--- config.mk ---
export PLATFORM = sky130hd
export DESIGN_NAME = hilo_div_ctrl
export DESIGN_NICKNAME = d
export VERILOG_FILES = /design/src/rtl/hilo_pkg.sv /design/src/rtl/hilo_div_ctrl.sv
export SDC_FILE = /design/constraint.sdc
export NUM_CORES = 1
export LEC_CHECK = 0
export CAP_MARGIN = 25
export CORE_MARGIN = 5
export CORE_UTILIZATION = 42
export CTS_CLUSTER_DIAMETER = 100
export DETAILED_ROUTE_END_ITERATION = 6
export PLACE_DENSITY = 0.85
export SLEW_MARGIN = 20
export SYNTH_ARGS = -nofsm -noshare
export SYNTH_HDL_FRONTEND = slang
export SYNTH_SLANG_ARGS = --single-unit
export TNS_END_PERCENT = 1
--- constraint.sdc ---
create_clock -name clk -period 1.93 [get_ports clk]
set_clock_uncertainty 0.15 [all_clocks]
set_input_delay 0.193 -clock clk [delete_from_list [all_inputs] [get_ports clk]]
set_output_delay 0.193 -clock clk [all_outputs]
set_load 0.05 [all_outputs]
--- src/rtl/hilo_pkg.sv ---
// Shared definitions for the HI/LO execute-stage controller:
// the HI/LO-class operation encoding and the controller FSM states.
package hilo_pkg;

    typedef enum logic [2:0] {
        OP_NOP  = 3'd0,
        OP_DIV  = 3'd1,
        OP_DIVU = 3'd2,
        OP_MTHI = 3'd3,
        OP_MTLO = 3'd4
    } hilo_op_e;

    typedef enum logic [1:0] {
        ST_IDLE = 2'd0,
        ST_BUSY = 2'd1,
        ST_DONE = 2'd2
    } hilo_state_e;

endpackage

--- src/rtl/hilo_div_ctrl.sv ---
// Execute-stage controller: issues DIV/DIVU to the multi-cycle divider,
// stalls the pipe while it runs, and owns the architectural HI/LO registers.
module hilo_div_ctrl
    import hilo_pkg::*;
(
    input  logic        clk,
    input  logic        rst,
    input  logic        op_valid_i,
    input  logic [2:0]  op_i,
    input  logic [31:0] opdata1_i,
    input  logic [31:0] opdata2_i,
    input  logic        flush_i,
    input  logic        pipe_stall_i,
    output logic        stall_o,
    output logic        div_start_o,
    output logic        div_signed_o,
    output logic        div_annul_o,
    output logic [31:0] div_op1_o,
    output logic [31:0] div_op2_o,
    input  logic [63:0] div_result_i,
    input  logic        div_ready_i,
    output logic [31:0] hi_o,
    output logic [31:0] lo_o
);

    hilo_state_e state;
    logic [63:0] res_q;
    logic        is_div;

    always_comb begin
        is_div      = (op_i == OP_DIV) || (op_i == OP_DIVU);
        stall_o     = ((state == ST_IDLE) && op_valid_i && is_div && !flush_i)
                      || (state == ST_BUSY);
        div_annul_o = flush_i && (state == ST_BUSY);
    end

    always_ff @(posedge clk or negedge rst) begin
        if (!rst) begin
            state        <= ST_IDLE;
            res_q        <= '0;
            div_start_o  <= 1'b0;
            div_signed_o <= 1'b0;
            div_op1_o    <= '0;
            div_op2_o    <= '0;
            hi_o         <= '0;
            lo_o         <= '0;
        end else if (flush_i) begin
            state       <= ST_IDLE;
            div_start_o <= 1'b0;
            res_q       <= '0;
        end else begin
            case (state)
                ST_IDLE: begin
                    if (op_valid_i) begin
                        case (op_i)
                            OP_DIV, OP_DIVU: begin
                                div_op1_o    <= opdata1_i;
                                div_op2_o    <= opdata2_i;
                                div_signed_o <= (op_i == OP_DIV);
                                div_start_o  <= 1'b1;
                                state        <= ST_BUSY;
                            end
                            OP_MTHI: hi_o <= opdata1_i;
                            OP_MTLO: lo_o <= opdata1_i;
                            default: ;
                        endcase
                    end
                end
                ST_BUSY: begin
                    if (div_ready_i) begin
                        res_q       <= div_result_i;
                        div_start_o <= 1'b0;
                        state       <= ST_DONE;
                    end
                end
                ST_DONE: begin
                    // The divider still shows ready here; it is deliberately ignored.
                    if (!pipe_stall_i) begin
                        hi_o  <= res_q[63:32];
                        lo_o  <= res_q[31:0];
                        state <= ST_IDLE;
                    end
                end
                default: state <= ST_IDLE;
            endcase
        end
    end

endmodule

---- Word level (Yosys, flattened, before mapping) ----
Cells that the tools add are included.
storage, ports and cells
  input bits .............................. 137
  output and inout bits ................... 132
  word-level logic and storage cells ...... 64
  register bits ........................... 196
operators by class
  equal/unequal tests ..................... 14
  reduce and logical (&&, ||, !) cells .... 19
  bitwise operators ....................... 1
  mux-type cells .......................... 22
operators by type and width
  operator                                                                 number
  32-bit 2-to-1 mux                                                        6
  64-bit 2-to-1 mux                                                        3
  32-bit one-hot mux with 2 select lines                                   2
  4-bit AND reduction                                                      3
  2-bit 2-to-1 mux                                                         5
  5-bit AND reduction                                                      2
  3-bit inequality test, second input constant                             3
  3-bit by 2-bit equality test with 1-bit output, second input constant    2
  2-bit one-hot mux with 3 select lines                                    1
  2-bit nonzero test                                                       3
  1-bit logical AND                                                        4
  1-bit 2-to-1 mux                                                         4
  2-bit by 1-bit inequality test with 1-bit output, second input constant  2
  2-bit inequality test, second input constant                             2
  3-bit by 1-bit equality test with 1-bit output, second input constant    1
  3-bit equality test, second input constant                               1
  3-bit by 2-bit inequality test with 1-bit output, second input constant  1
  3-bit nonzero test                                                       1
  2-bit by 1-bit equality test with 1-bit output, second input constant    1
  2-bit equality test, second input constant                               1
  2-bit logical NOT                                                        1
  1-bit logical OR                                                         2
  1-bit one-hot mux with 2 select lines                                    1
  2-bit AND reduction                                                      1
  other kinds (3)                                                          3

---- Longest topological paths before layout ----
  word-level depth ........................ 6
  depth in mapped cells ................... 5
  depth with buffers taken out ............ 3

---- Least setup slack after synthesis ----
No wires, ideal clock.
  kind .................................... reg2reg
  from .................................... register state[0]
  to ...................................... register div_op1_o[10]
  data arrival time ....................... 1.826 ns
  clock period less this slack ............ 2.101 ns
  path slack .............................. -0.171 ns
  data required time ...................... 1.655 ns
  setup time .............................. 0.125 ns
  path buffers ............................ 2
  cell stages (with the launch flop) ...... 6
  cell sequence ........................... dfrtp_1 -> or4b_4 -> or3_1 -> buf_6 -> buf_6 -> mux2_4
on the way
  longest elaborated chain between the ends .. 2
RTL lines
  what                           line                 RTL
  from (decl)                    hilo_div_ctrl.sv:26  hilo_state_e state;
  from (signal assigned)         hilo_div_ctrl.sv:39  state <= ST_IDLE;
  from (signal assigned)         hilo_div_ctrl.sv:48  state <= ST_IDLE;
  from (signal assigned)         hilo_div_ctrl.sv:61  state <= ST_BUSY;
  2-bit logical NOT              hilo_div_ctrl.sv:52  case (state)
  4-bit AND reduction (no line)  -
  to (signal assigned)           hilo_div_ctrl.sv:57  div_op1_o <= opdata1_i;
  to (decl)                      hilo_div_ctrl.sv:18  output logic [31:0] div_op1_o,
Every way passes these cells.
A chain may end at the register's enable or synchronous reset.

---- Worst setup path in the final report ----
  from .................................... register state[0]
  to ...................................... output stall_o
on the way
  longest elaborated chain between the ends .. 5
  elaborated cells on any way between the ends .. 6
  those cells by class .................... 1 x eq/ne; 5 x reduce/logical
RTL lines
  what                             line                 RTL
  2-bit logical NOT                hilo_div_ctrl.sv:32  stall_o = ((state == ST_IDLE) && op_valid_i && is_div && !flush_i)
  1-bit logical AND (3 in series)  hilo_div_ctrl.sv:32
  1-bit logical OR *               hilo_div_ctrl.sv:33  || (state == ST_BUSY);
  to (decl)                        hilo_div_ctrl.sv:14  output logic stall_o,
Every way passes the cells marked *; elsewhere a longest branch is shown, timed or not.

==> metrics.txt <==
run status finished with violations; failing checks negative setup slack; Leak 5.81 nW; Vias 5649; Area contributors post-synth dfrtp_1 60%, mux2_2 23%, a22o_1 6.9%; fill count 1437; final worst-path cycle share 121%; DR iter-0 viols 212; root buf cell clkbuf_16; Setup CP Type register to output port; pwr dens 1280 nW/um^2; fin nets 955; Arrival @ worst endpoint 2.00 ns; max cap viols 0; largest net degree at the start of global routing 65; Skew-Pair Late Insertion Delay 0.43 ns; DR WL/cell 20.6 um; core footprint 19300 um^2; sequential cell area fraction in the yosys report 60.3%; achievable clock frequency 427 MHz; DR vias/cell 5.15; Clock transition at path regs 0.07 ns; setup slack after layout -0.413 ns; Final ANT Viol Nets 0; number of synthesized flops with an enable pin 0; post-synthesis cell type count 32; H-tree level count 4; Clock Tree Buf Depth 2; number of synthesized register bits 196; Yosys top cell by area dfrtp_1; Layout Utilization 63.8%; GRT Total Usage 20.0%; share of layout cells above drive strength 1 36.6%; Synth Flop Type dfrtp_1; YS warnings 0; Mean Syn Cell Area 15.7 um^2; Cells after Synth 519; worst path cell trace or4b_4 > buf_6 > nor3_4 > buf_6 > or2_4 > buf_12; CP most frequent cell buf_6; total CTS buffers 17; highest-count cells in the layout ignoring fill and taps 196 x dfrtp_1, 135 x clkdlybuf4s50_1, 110 x mux2_2, 108 x dlygate4sd2_1, 82 x mux2_4; Period minus WS final 2.34 ns; share of flip-flops with an asynchronous set or reset 100%; Critical-path top delay cell or4b_4; DRC 0; first-pass GRT wire length 34.7 mm; Reg2Reg Launch Point state[0]$_DFFE_PN0P_; total power 0.0157 W; critical path required time 1.59 ns; Die Y-Extent 149 um; initial antenna violation count 1; Post-Syn Nets 656; Die X 149 um; Initial Util 42.2%; HP Class input port to async pin; reg-to-reg endpoint div_op2_o[11]$_DFFE_PN0P_; critical path's largest stage delay 0.52 ns; count of pins over their slew limit 0; crit end category output port; CTS tree built; Mapped Area 8140 um^2; commonest non-fill, non-tap cell in the layout dfrtp_1; IR drop worst, VDD 0.743 mV; area fraction of the dominant cell type after synthesis 60.3%; DRT Pass-1 Iters 4; dpl hpwl 15.3 mm; RSZ-0062 raised after global routing yes; final setup fails 164; Layout area overhead 51.0%; I/O pin cnt 269; die area 22300 um^2; Final Hold Violating Endpoints 0; IO Port Bufs 268; placed cell count 1055; worst r2r path cells 8; clk sinks 196; Finished Layout Cells 1097; Routed WL 22.6 mm; placer congestion estimate 0.793; row count 51; reg2reg setup slack -0.34 ns; Slew @ Worst Pin 0.558 ns; CP Buf/Inv Count 3; crit-path max FO 2; CP startpoint kind register; slew margin rel. 62.8%; aggregate global routing overflow 0; vias in the first global route 6136; CP delay by family, top simple AND/OR/NAND/NOR gates
[report_power, final]
part	internal (W)	switching, W	total (W)	leakage, nW
Combinational	0.00221	0.00414	0.00635	3.01
Sequential	0.00499	0.000477	0.00547	2.49
Clock	0.00223	0.00163	0.00386	0.310
[worst reg2reg max path, cell delays in order, from the launching register on]
cell and delay, ns:
dfrtp_1 0.39, or4b_4 0.52, buf_6 0.14, nor3_4 0.15, buf_4 0.14, buf_6 0.08, buf_6 0.09, buf_12 0.16
mux2_4 0.32
[cells by family after synthesis]
group	Yosys count	synth area share (%)
AOI/OAI and AO/OA	72	7.72
buffers and inverters	36	2.26
muxes	192	27.9
DFF	196	60.3
xor gates and xnor gates	1	0.108
and+or+nand+nor	22	1.77
[state kept, by name, indices dropped and copies added (netlist names)]
name,flops
div_op2_o,32
div_signed_o,1
div_start_o,1
lo_o,32
hi_o,32
res_q,64
state,2
div_op1_o,32
[what timing repair did]
action,4_1_cts,5_1_grt
endpoints found under the setup margin,289,133
hold endpoints to repair,52,0
resized for setup,147,34
setup buffers,6,2
pin swaps,4,34
hold buffers,1,0
[routing by layer]
metal	wire, um	GRT usage [%]
met1	9720	26.1
met4	382	6.73
met5	0	0
met3	1560	5.77
met2	11000	32.3
[metrics by stage]
step	setup WS, ns	cell area, um^2	hold slack (ns)	TNS (ns)
2_1_floorplan	-0.171	8140	-0.253	-14.35
3_3_place_gp	-0.586	11400	0.0730	-63.63
3_5_place_dp	-0.597	11400	0.0813	-64.45
6_report	-0.413	12300	0.174	-31.99
5_1_grt	-0.475	12300	0.200	-38.10
4_1_cts	-0.452	12100	0.173	-23.95
[worst max-delay path by stage]
| stage | from | endpoint | slack, ns | cells after the start |
|---|---|---|---|---|
| 2_1_floorplan | state[0]$_DFFE_PN0P_ | div_op1_o[10]$_DFFE_PN0P_ | -0.17 | 5 |
| 3_3_place_gp | flush_i | div_op1_o[15]$_DFFE_PN0P_ | -0.59 | 5 |
| 3_5_place_dp | flush_i | div_op1_o[17]$_DFFE_PN0P_ | -0.60 | 5 |
| 4_1_cts | state[1]$_DFFE_PN0P_ | stall_o | -0.45 | 6 |
| 5_1_grt | state[0]$_DFFE_PN0P_ | stall_o | -0.48 | 6 |
| 6_report | state[0]$_DFFE_PN0P_ | stall_o | -0.41 | 6 |
[cells in the mapped netlist, types with 2 or more instances]
master / count
or2_2: 2
nand2b_1: 4
nand3b_1: 3
nor2_1: 2
clkbuf_1: 19
a22o_1: 64
inv_1: 3
mux2_4: 28
buf_6: 4
buf_4: 3
dfrtp_1: 196
buf_2: 6
mux2_2: 164
nand2_1: 3
[final cells by class]
class                      count  area, um^2  area share [%]
tap                          265         332            2.70
inverter                       3        11.3          0.0916
clock buffer                  19         443            3.60
clock inverter                13         196            1.60
antenna                        1        2.50          0.0204
multi-input combinational    287        3330            27.1
timing repair buffer         313        3070            25.0
sequential                   196        4900            39.9
(Power assumes the default switching activity.)
